**src/rtl/uart_msg_streamer.sv**
```systemverilog
// UART message streamer: DEPTH-byte message buffer, tick-enabled 8N1/8N2 serializer
// and baud counter in one clock domain; sends msg_len bytes once or in a loop.
module uart_msg_streamer #(
  parameter int BAUD_DIV  = 1250,
  parameter int DEPTH     = 16,
  parameter int STOP_BITS = 1,
  parameter int GAP_BITS  = 0,
  parameter int AW        = $clog2(DEPTH)
) (
  input  logic          clk,
  input  logic          rst,
  input  logic          wr_en,
  input  logic [AW-1:0] wr_addr,
  input  logic [7:0]    wr_data,
  input  logic [AW:0]   msg_len,
  input  logic          start,
  input  logic          loop,
  input  logic          abort,
  output logic          busy,
  output logic          done,
  output logic [AW-1:0] byte_idx,
  output logic          tx
);

  localparam int BW = $clog2(BAUD_DIV);
  localparam int GW = (GAP_BITS > 2) ? $clog2(GAP_BITS) : 1;
  localparam logic [BW-1:0] BAUD_LAST = BW'(BAUD_DIV - 1);
  localparam logic [BW-1:0] BAUD_PRE  = BW'(BAUD_DIV - 2);
  localparam logic [GW-1:0] GAP_LAST  = GW'((GAP_BITS > 0) ? GAP_BITS - 1 : 0);
  localparam logic          STOP_LAST = (STOP_BITS == 2);
  localparam logic [AW:0]   DEPTH_L   = (AW + 1)'(DEPTH);

  typedef enum logic [2:0] {IDLE, LOAD, START, DATA, STOP, GAP} state_t;

  state_t        state_reg, state_next;
  logic [BW-1:0] baud_reg, baud_next;
  logic [2:0]    bit_reg, bit_next;
  logic          stop_reg, stop_next;
  logic [GW-1:0] gap_reg, gap_next;
  logic [AW-1:0] idx_reg, idx_next;
  logic [AW:0]   len_reg, len_next;
  logic [7:0]    shreg_reg, shreg_next;
  logic          tx_reg, tx_next;
  logic          busy_reg, busy_next;
  logic          done_reg, done_next;

  logic [7:0]    mem [DEPTH];
  logic [7:0]    rd_data_reg;
  logic [AW-1:0] rd_addr;
  logic [AW-1:0] next_idx;
  logic          baud_tick;
  logic          last_byte;
  logic          stop_final;

  // Read-first buffer: a byte already moved into shreg_reg never sees later writes.
  always_ff @(posedge clk) begin
    if (wr_en) begin
      mem[wr_addr] <= wr_data;
    end
    rd_data_reg <= mem[rd_addr];
  end

  assign baud_tick  = (baud_reg == BAUD_LAST);
  assign last_byte  = ({1'b0, idx_reg} == (len_reg - (AW + 1)'(1)));
  assign stop_final = (stop_reg == STOP_LAST);
  assign next_idx   = last_byte ? '0 : idx_reg + AW'(1);

  always_ff @(posedge clk) begin
    if (rst) begin
      state_reg <= IDLE;
      baud_reg  <= '0;
      bit_reg   <= '0;
      stop_reg  <= 1'b0;
      gap_reg   <= '0;
      idx_reg   <= '0;
      len_reg   <= '0;
      shreg_reg <= '0;
      tx_reg    <= 1'b1;
      busy_reg  <= 1'b0;
      done_reg  <= 1'b0;
    end else begin
      state_reg <= state_next;
      baud_reg  <= baud_next;
      bit_reg   <= bit_next;
      stop_reg  <= stop_next;
      gap_reg   <= gap_next;
      idx_reg   <= idx_next;
      len_reg   <= len_next;
      shreg_reg <= shreg_next;
      tx_reg    <= tx_next;
      busy_reg  <= busy_next;
      done_reg  <= done_next;
    end
  end

  always_comb begin
    state_next = state_reg;
    baud_next  = baud_reg;
    bit_next   = bit_reg;
    stop_next  = stop_reg;
    gap_next   = gap_reg;
    idx_next   = idx_reg;
    len_next   = len_reg;
    shreg_next = shreg_reg;
    tx_next    = tx_reg;
    busy_next  = busy_reg;
    done_next  = 1'b0;
    rd_addr    = idx_reg;

    if (state_reg != IDLE && state_reg != LOAD) begin
      baud_next = baud_tick ? '0 : baud_reg + BW'(1);
    end

    case (state_reg)
      IDLE: begin
        baud_next = '0;
        rd_addr   = '0;
        if (start && msg_len != '0) begin
          len_next   = (msg_len > DEPTH_L) ? DEPTH_L : msg_len;
          idx_next   = '0;
          busy_next  = 1'b1;
          state_next = LOAD;
        end
      end
      LOAD: begin
        shreg_next = rd_data_reg;
        tx_next    = 1'b0;
        baud_next  = '0;
        state_next = START;
      end
      START: begin
        if (baud_tick) begin
          bit_next   = '0;
          tx_next    = shreg_reg[0];
          state_next = DATA;
        end
      end
      DATA: begin
        if (baud_tick) begin
          if (bit_reg == 3'd7) begin
            stop_next  = 1'b0;
            tx_next    = 1'b1;
            state_next = STOP;
          end else begin
            bit_next   = bit_reg + 3'd1;
            shreg_next = {1'b0, shreg_reg[7:1]};
            tx_next    = shreg_reg[1];
          end
        end
      end
      STOP: begin
        // Prefetch the following byte so the next start bit follows with no idle clock.
        rd_addr   = next_idx;
        done_next = stop_final && last_byte && (baud_reg == BAUD_PRE);
        if (baud_tick) begin
          if (!stop_final) begin
            stop_next = 1'b1;
          end else if (!last_byte || (loop && GAP_BITS == 0)) begin
            idx_next   = next_idx;
            shreg_next = rd_data_reg;
            tx_next    = 1'b0;
            state_next = START;
          end else if (loop) begin
            gap_next   = '0;
            state_next = GAP;
          end else begin
            idx_next   = '0;
            busy_next  = 1'b0;
            state_next = IDLE;
          end
        end
      end
      GAP: begin
        rd_addr = '0;
        if (baud_tick) begin
          if (gap_reg == GAP_LAST) begin
            idx_next   = '0;
            shreg_next = rd_data_reg;
            tx_next    = 1'b0;
            state_next = START;
          end else begin
            gap_next = gap_reg + GW'(1);
          end
        end
      end
      default: state_next = IDLE;
    endcase

    if (abort) begin
      state_next = IDLE;
      baud_next  = '0;
      idx_next   = '0;
      tx_next    = 1'b1;
      busy_next  = 1'b0;
      done_next  = 1'b0;
    end
  end

  assign tx       = tx_reg;
  assign busy     = busy_reg;
  assign done     = done_reg;
  assign byte_idx = idx_reg;

endmodule

```
**config.mk**
```make
export PLATFORM = sky130hd
export DESIGN_NAME = uart_msg_streamer
export DESIGN_NICKNAME = d
export VERILOG_FILES = /design/src/rtl/uart_msg_streamer.sv
export SDC_FILE = /design/constraint.sdc
export NUM_CORES = 1
export LEC_CHECK = 0
export BUFFER_PORTS_ARGS = -buffer_cell sky130_fd_sc_hd__buf_4
export CAP_MARGIN = 20
export CORE_MARGIN = 3
export CORE_UTILIZATION = 55
export CTS_BUF_LIST = sky130_fd_sc_hd__clkbuf_8
export CTS_CLUSTER_SIZE = 40
export DETAILED_ROUTE_END_ITERATION = 16
export PLACE_DENSITY = 0.81
export RECOVER_POWER = 25
export SLEW_MARGIN = 10
export SYNTH_ARGS = -nofsm -noshare
export SYNTH_HDL_FRONTEND = slang
export SYNTH_SLANG_ARGS = --single-unit
```
**constraint.sdc**
```tcl
create_clock -name clk -period 3.3 [get_ports clk]
set_input_delay 0.495 -clock clk [delete_from_list [all_inputs] [get_ports clk]]
set_output_delay 0.495 -clock clk [all_outputs]
set_load 0.005 [all_outputs]
```
==> metrics.cfg, run 1 <==
[status]
status=complete, no violations

[yosys]
postSynthNetCount=606
synth_cell_type_count=56
synth-seq-area-share_pct=65.27
synth-main-ff-cell=edfxtp_1
avgSynthCellArea_um2=12.62
synth_common_cells=128 x edfxtp_1, 57 x nand2_1, 57 x nor2_1, 45 x dfxtp_1, 40 x a21oi_1
synth_seq_cells=173
synth.top_cell.area_share_pct=52.87
synthTopCellsByArea=edfxtp_1 53%, dfxtp_1 12%, mux2i_1 4.5%
synth_cells=576
yosysWarnings=0
synthArstFlopShare_pct=0
yosysTopAreaCell=edfxtp_1
synthMostInstantiatedCell=edfxtp_1
synth_edf_count=128
synth.cell_area_mm2=0.007269

[worst_setup_path]
endpoint=rd_data_reg[7]
path_class=reg -> reg
rr_endpoint=rd_data_reg[7]
crit_chain=inv_1 > ha_1 > o21ba_1 > a221oi_4 > o211a_1 > o21a_2 > buf_4 > mux2i_1 > a221oi_1 > or4_1
cp.required_ns=3.64
crit_path_start=len_reg[0]
start_kind=flip-flop
ff2ff_setup_slack_ns=0.28
cp_slowest_cell=or4_1
r2r-start=len_reg[0]
worst_path_largest_cell_delay_ns=0.55
cp-end-kind=flip-flop
cp.arrival_ns=3.36
worstRegToRegCells=10
cp_max_fo=17

[cts]
cts_made_buffers=17
cts_max_path_buffers=2
cts_root_buf=clkbuf_8
cts_sinks=173
path_clk_slew_ns=0.09
tritoncts=done
clkLatencyLatePin_ns=0.47
cts_resized=0
post_cts_buffers=0
postCtsHoldBufs=0
cts-htree-levels=4

[layout]
area_growth_syn_to_layout_pct=10.60
antennaDiodeCount=0
multi_input_area_mm2=0.002323
final_core_util_pct=62.94
regArea_mm2=0.004745
fill_cells=964
drive_above_1_share_pct=13.55
nets=637
largest_register_ffs=128

[placement]
port_buffers=29
dp_hpwl_um=10050
globalplace.congestion=0.8921

[routing]
antenna_left=0
drc=0
wl_per_cell_um=19.74
via_count=4803
totalWireLength_um=15640
drt_iter0_drc=618
drt_pass1_iterations=6
routed_via_density=6.064

[sta]
worst_pin_slew_ns=0.8975
drv_slew=0
finalSetupViolCount=0
maxClockFrequency_mhz=331.3
worst_hold_slack_ns=0.2911
rsz0062_at_grt=false
slew_headroom_pct=39.94
hold_viol_final=0
clock_skew_ns=0.01192
fin_crit_ns=3.019
period_share_pct=91.47
setup_tns_ns=0

[pwr]
p_leak_nw=2.827
ir_drop_mv=0.6008
pwr_density_cell_mw_per_mm2=496.4
finalPower_mw=3.991

[floorplan]
core_area_mm2=0.01277
initial_core_util_pct=56.91
die-area_mm2=0.01463
ios=30
die_y_um=121.0
fp.dieW_um=121.0
rows=41

[min_path]
hp-class=in -> reg

[job]
drv_cap=0

[grt]
antenna_found_initial=0
grt_max_degree=65
grt_usage_pct=22.40
grt_pass1_wl_um=24710
grt_pass1_vias=4759
gr-total-overflow=0

final cells by class:
class | instances | area share (%)
tap | 172 | 2.677
multi-input combinational | 362 | 28.90
timing repair buffer | 43 | 4.108
clock inverter | 13 | 1.587
sequential | 173 | 59.01
clock buffer | 19 | 3.252
inverter | 10 | 0.4669
cell usage in the layout, fill, tap and decap left out, types with 7 or more instances in the layout:
master	Yosys	layout
edfxtp_1	128	128
nor2_1	57	57
nand2_1	57	57
dfxtp_1	45	45
a21oi_1	40	40
mux2i_1	33	33
a221oi_1	32	32
buf_4	4	32
nand3_1	19	19
clkbuf_8	0	19
o21ai_0	11	11
inv_1	9	10
nor3_1	10	10
or4_1	9	9
xor2_1	8	8
a21oi_2	8	8
clkbuf_1	15	8
a311oi_1	7	7
ha_1	7	7
worst max-delay path: cells and delay by family (launching register included):
family | cells | cell delay, ns
adders and majority gates | 1 | 0.25
AOI/OAI and AO/OA | 5 | 1.11
muxes | 1 | 0.23
buffers and inverters | 2 | 0.36
and+or+nand+nor | 1 | 0.55
DFF | 1 | 0.39
worst min path at each step:
stage              startpoint            to  slack, ns  cells after the start
2_1_floorplan  rd_data_reg[7]  shreg_reg[7]       0.43                      2
3_3_place_gp             busy          busy       0.46                      2
3_5_place_dp   rd_data_reg[7]  shreg_reg[7]       0.46                      2
4_1_cts                 abort            tx       0.26                      3
5_1_grt                 abort            tx       0.26                      3
6_report                abort            tx       0.29                      3
cell families after synthesis:
kind of cell	share of synthesized area, %
flops	65.27
buf+inv	2.857
simple gates	11.65
compound gates	12.75
fa+ha+maj	1.205
mux	4.699
xor+xnor	1.566
per-layer routing:
metal	share of wire (%)	track usage (%)	up-vias	wire length (um)
met5	0	0	-	0
met4	1.7	8.286	0	268
met3	5.5	5.268	23	859
met2	50	37.03	152	7825
met1	43	28.95	2375	6683
li1	-	-	2253	-
stage by stage:
| stage | setup slack [ns] | cell area [um^2] | instances |
|---|---|---|---|
| 2_1_floorplan | 0.5794 | 7269 | 576 |
| 3_3_place_gp | 0.4179 | 7674 | 759 |
| 3_5_place_dp | 0.2935 | 7674 | 759 |
| 4_1_cts | 0.2854 | 8063 | 791 |
| 5_1_grt | 0.1131 | 8040 | 792 |
| 6_report | 0.2815 | 8040 | 792 |
report_power, final:
part           internal (mW)  total [mW]  switching [mW]  leakage [nW]
clock                  0.651        1.45           0.795         0.189
sequential              2.38        2.40          0.0203          1.52
combinational         0.0525       0.150          0.0971          1.11
Power figures use the tool's default switching activity.
==> run 2, diff against run 1 <==
--- a/config.mk
+++ b/config.mk
@@ -5,14 +5,14 @@
 export SDC_FILE = /design/constraint.sdc
 export NUM_CORES = 1
 export LEC_CHECK = 0
-export BUFFER_PORTS_ARGS = -buffer_cell sky130_fd_sc_hd__buf_4
 export CAP_MARGIN = 20
 export CORE_MARGIN = 3
 export CORE_UTILIZATION = 55
 export CTS_BUF_LIST = sky130_fd_sc_hd__clkbuf_8
 export CTS_CLUSTER_SIZE = 40
 export DETAILED_ROUTE_END_ITERATION = 16
-export PLACE_DENSITY = 0.81
+export DONT_BUFFER_PORTS = 1
+export PLACE_DENSITY = 0.79
 export RECOVER_POWER = 25
 export SLEW_MARGIN = 10
 export SYNTH_ARGS = -nofsm -noshare
==> run 2 against run 1 <==
Compared with the run above:
- hold slack lost 0.20 ns
- maximum frequency shrank 1.4%
- largest power group unchanged
- utilization shrank 1.4 points
- non-clock buffer count shrank 29
- design area shrank 2.3%
- global-route usage shrank 0.46 points
- setup slack lost 0.043 ns
- sequential share of layout area grew 1.4 points
- clock-buffer cell count shrank 2
- final cell count shrank 3.8%
- first-iteration DRC count shrank 40%
==> metrics.cfg, run 2 (synthesis gave the netlist of run 1 again) <==
[placement]
globalplace.congestion=0.8722
port_buffers=0
dp_hpwl_um=10180
dp.cells=728
placed_area_mm2=0.007416

[sta]
hold_viol_final=0
rsz0062_at_grt=false
clock_skew_ns=0.01377
slew_headroom_pct=40.64
drv_slew=0
worst_pin_slew_ns=0.8872
period_share_pct=92.78
setup_tns_ns=0
fin_crit_ns=3.062
maxClockFrequency_mhz=326.6
finalSetupViolCount=0
worst_hold_slack_ns=0.08721

[layout]
antennaDiodeCount=0
instances_no_fill=762
fill_cells=963
drive_above_1_share_pct=10.68
design_area_mm2=0.007859
layout_commonest_cell=edfxtp_1
area_growth_syn_to_layout_pct=8.107
layout_common_cells=128 x edfxtp_1, 57 x nor2_1, 57 x nand2_1
nets=608
largest_register_ffs=128

[floorplan]
initial_core_util_pct=56.91
die-area_mm2=0.01463
die_y_um=121.0
ios=30
rows=41
core_area_mm2=0.01277
fp.dieW_um=121.0

[worst_setup_path]
cp.required_ns=3.65
ff2ff_setup_slack_ns=0.24
path_class=reg -> reg
endpoint=rd_data_reg[7]
worstRegToRegCells=10
cp-end-kind=flip-flop
cp.arrival_ns=3.41
start_kind=flip-flop
cp_max_fo=25
rr_endpoint=rd_data_reg[7]
crit_path_start=len_reg[0]
r2r-start=len_reg[0]
crit_chain=inv_1 > ha_1 > o21ba_1 > a221oi_4 > o211ai_4 > a32o_4 > buf_4 > a21oi_1 > a221oi_1 > or4_1
cp_slowest_cell=or4_1
worst_path_largest_cell_delay_ns=0.48

[cts]
cts_sinks=173
clkLatencyLatePin_ns=0.47
tritoncts=done
cts_root_buf=clkbuf_8
cts_max_path_buffers=2
path_clk_slew_ns=0.09
post_cts_buffers=0
postCtsHoldBufs=0
cts-htree-levels=4
cts_made_buffers=17

[routing]
drt_iter0_drc=371
routed_via_density=6.139
via_count=4678
drt_pass1_iterations=7
antenna_left=0
drc=0
totalWireLength_um=15190
wl_per_cell_um=19.94

[grt]
grt_pass1_vias=4505
grt_pass1_wl_um=23960
gr-total-overflow=0
grt_max_degree=33
grt_usage_pct=21.94
antenna_found_initial=0

[pwr]
p_leak_nw=2.716
ir_drop_mv=0.4109
pwr_density_cell_mw_per_mm2=513.4

[min_path]
hp-class=in -> reg

[job]
drv_cap=0

[status]
status=complete, no violations

## run 2: changes by cell type in the layout (fill, tap and decap cells not counted), moves of 2 or more
cell	delta
buf_4	-21
clkbuf_1	-8
buf_12	-2
bufinv_16	+2
clkbuf_8	-2
clkinv_2	+2
clkinvlp_4	-2
## run 2: per-stage QoR
stage          worst slack (ns)  total power [mW]  utilization, %
2_1_floorplan            0.5794             2.521               -
3_3_place_gp             0.3031             2.537           58.06
3_5_place_dp             0.1741             2.543           58.06
4_1_cts                  0.1654             4.058           61.31
5_1_grt                 0.01680             4.183           61.52
6_report                 0.2382             4.034           61.52
## run 2: metal layers
metal	routed length (um)	global-route usage, %
met1	6019	26.74
met5	0	0
met4	486	10.13
met2	7587	36.26
met3	1100	6.247
## run 2: repair_timing
action / 4_1_cts / 5_1_grt
gates resized for setup: 0 / 1
setup endpoints to repair: 0 / 4
hold endpoints to repair: 0 / 0
## run 2: final cells by class
class / instances / area [um^2] / area share [%]
Clock buffer: 17 / 234.0 / 2.977
Clock inverter: 14 / 181.4 / 2.309
Inverter: 10 / 37.54 / 0.4776
Multi-Input combinational cell: 362 / 2333 / 29.69
Sequential cell: 173 / 4745 / 60.37
Tap cell: 172 / 215.2 / 2.738
Timing Repair Buffer: 14 / 112.6 / 1.433
## run 2: power breakdown
part	switching (mW)	internal [mW]	total [mW]
registers	0.0191	2.38	2.39
logic	0.0613	0.0391	0.100
clock network	0.779	0.761	1.54
total	0.859	3.17	4.03
## run 2: how the worst min path moves through the flow
stage / start / to / slack, ns / cells after the start
2_1_floorplan: rd_data_reg[7] / shreg_reg[7] / 0.43 / 2
3_3_place_gp: rd_data_reg[2] / shreg_reg[2] / 0.45 / 2
3_5_place_dp: rd_data_reg[2] / shreg_reg[2] / 0.46 / 2
4_1_cts: rst / shreg_reg[0] / 0.06 / 1
5_1_grt: rst / shreg_reg[5] / 0.06 / 1
6_report: rst / shreg_reg[0] / 0.09 / 1
## run 2: critical path, delay by kind of cell (launching register included)
family | cells | cell delay [ns]
AO/OA/AOI/OAI | 6 | 1.51
adder cells (fa/ha/maj) | 1 | 0.25
buffers and inverters | 2 | 0.31
flip-flops | 1 | 0.40
AND/OR/NAND/NOR | 1 | 0.48
==> run 3, diff against run 2 <==
--- a/config.mk
+++ b/config.mk
@@ -7,12 +7,12 @@
 export LEC_CHECK = 0
 export CAP_MARGIN = 20
 export CORE_MARGIN = 3
-export CORE_UTILIZATION = 55
+export CORE_UTILIZATION = 25
 export CTS_BUF_LIST = sky130_fd_sc_hd__clkbuf_8
 export CTS_CLUSTER_SIZE = 40
 export DETAILED_ROUTE_END_ITERATION = 16
 export DONT_BUFFER_PORTS = 1
-export PLACE_DENSITY = 0.79
+export PLACE_DENSITY = 0.45
 export RECOVER_POWER = 25
 export SLEW_MARGIN = 10
 export SYNTH_ARGS = -nofsm -noshare
==> constraint.sdc (replaced) <==
create_clock -name clk -period 2.55 [get_ports clk]
set_input_delay 0.3825 -clock clk [delete_from_list [all_inputs] [get_ports clk]]
set_output_delay 0.3825 -clock clk [all_outputs]
set_load 0.005 [all_outputs]
==> run 3 against run 2 <==
Compared with the run above:
- the flow now finishes with violations (negative setup slack)
- via count is 4.2% higher
- clock-buffer cell count stayed put
- maximum frequency is 13% higher
- critical path depth is 1 higher
- hold slack worse by 0.0091 ns
- register-to-register slack worse by 0.40 ns
- design area is 13% higher
- routed wire length is 16% higher
- critical path type unchanged
- critical endpoint is now rd_data_reg[1]
- largest cell class unchanged
- largest power group unchanged
==> metrics.cfg, run 3 (synthesis gave the netlist of run 1 again) <==
[status]
status=finished with violations
violations=negative setup slack

[pwr]
p_switching_mw=1.346
pwr-share-comb_pct=3.6
p_seq_share_pct=57.8
pwr_density_cell_mw_per_mm2=601.3
p_int_mw=4.012
power_frac_clock_pct=38.5
p_leak_nw=3.103
switching_share_pct=25.12
ir_drop_mv=0.3812

[sta]
timing.final.ws_setup_ns=-0.1597
finalSetupViolCount=8
hold_viol_final=0
period_share_pct=106.3
rsz0062_at_grt=true
slew_headroom_pct=44.43
worst_pin_slew_ns=0.8305
drv_slew=0
clock_skew_ns=0.02172
fin_crit_ns=2.710
maxClockFrequency_mhz=369.0
worst_hold_slack_ns=0.07813
setup_tns_ns=-0.9689

[cts]
clkLatencyLatePin_ns=0.47
cts-htree-levels=4
path_clk_slew_ns=0.10
cts_sinks=173
cts_max_path_buffers=2
tritoncts=done
cts_made_buffers=17
cts_root_buf=clkbuf_8

[routing]
via_count=4875
drt_iter0_drc=352
wl_per_cell_um=16.91
routed_via_density=4.688
drt_pass1_iterations=4
drc=0
antenna_left=0
totalWireLength_um=17590

[worst_setup_path]
start_kind=flip-flop
cp_max_fo=8
crit_path_start=len_reg[1]
cp.required_ns=2.88
cp-end-kind=flip-flop
path_class=reg -> reg
cp.arrival_ns=3.04
r2r-start=len_reg[1]

[layout]
area_growth_syn_to_layout_pct=22.55
fill_cells=2870
design_area_mm2=0.008909
instances_no_fill=1040
nets=679
drive_above_1_share_pct=21.00
largest_register_ffs=128
layout_commonest_cell=edfxtp_1
layout_common_cells=128 x edfxtp_1, 57 x nor2_1, 57 x nand2_1
antennaDiodeCount=0

[placement]
placed_area_mm2=0.008194
dp.cells=988
dp_hpwl_um=11880
port_buffers=0
globalplace.congestion=0.7752

[floorplan]
initial_core_util_pct=25.74
ios=30
fp.dieW_um=176.5
core_area_mm2=0.02824
die_y_um=176.5
rows=61
die-area_mm2=0.03116

[grt]
grt_pass1_vias=4997
gr-total-overflow=0
antenna_found_initial=0
grt_pass1_wl_um=27540
grt_max_degree=32
grt_usage_pct=11.40

[min_path]
hold_start=rst
hp-class=in -> reg

[job]
drv_cap=0

==> run 3: cell count changes in the layout (fill, tap and decap cells not counted), sizes merged, moves of 3 or more <==
| cell | previous run | this run |
|---|---|---|
| buf | 13 | 64 |
| clkbuf | 18 | 29 |
| clkinv | 3 | 6 |
| dlygate4sd3 | 0 | 9 |
==> run 3: through the flow <==
stage          worst slack [ns]  total power, mW  utilization, %
6_report                -0.1597            5.357           31.55
3_5_place_dp            -0.1516            3.313           29.02
4_1_cts                 -0.1549            5.417           31.29
2_1_floorplan          0.008891            3.267               -
5_1_grt                 -0.2917            5.554           31.55
3_3_place_gp            -0.1401            3.306           29.02
==> run 3: cell type report <==
| class | instances | area, um^2 | area share, % |
|---|---|---|---|
| inverter | 10 | 37.54 | 0.4213 |
| timing repair buffer | 85 | 769.5 | 8.638 |
| sequential | 173 | 4747 | 53.29 |
| clock buffer | 17 | 234.0 | 2.626 |
| multi-input combinational | 362 | 2437 | 27.36 |
| clock inverter | 15 | 210.2 | 2.360 |
| tap | 378 | 473.0 | 5.309 |
==> run 3: worst paths after layout <==
path / slack [ns] / cells after the start / endpoint
worst min register to register: 0.49 / 2 / shreg_reg[5]
worst min-delay path: 0.08 / 2 / tx
worst max register to register: -0.16 / 11 / rd_data_reg[1]
worst max-delay path: -0.16 / 11 / rd_data_reg[1]
==> run 3: repair_timing <==
action / CTS / global route
endpoints found under the hold margin: 144 / 0
pin swaps: 5 / 3
cloned: 1 / 2
setup buffers: 5 / 4
setup endpoints to repair: 12 / 8
hold buffers: 9 / 0
gates resized for setup: 10 / 12
==> run 3: power by group through the flow <==
| stage | combinational [mW] | clock (mW) | sequential (mW) |
|---|---|---|---|
| after floorplan | 0.112 | 0 | 3.15 |
| after global placement | 0.146 | 0 | 3.16 |
| after detailed placement | 0.150 | 0 | 3.16 |
| after CTS | 0.199 | 2.12 | 3.10 |
| after global routing | 0.219 | 2.23 | 3.10 |
| final | 0.195 | 2.06 | 3.10 |
==> run 3: worst max-delay path, stage by stage, from the launching register on <==
cell and delay [ns]:
dfxtp_2 0.35, inv_2 0.05, ha_4 0.18, o21ba_4 0.20, a221oi_4 0.31, o211a_1 0.21, o21a_4 0.23, buf_4 0.16
clkbuf_16 0.15, mux2i_1 0.17, a221oi_1 0.10, or4_1 0.50
==> run 3: metal layers <==
metal,vias to the layer above,GRT usage (%),routed length [um]
met2,91,18.81,8403
met5,-,0,0
met3,14,2.516,800
li1,2335,-,-
met1,2435,14.93,8166
met4,0,3.699,218
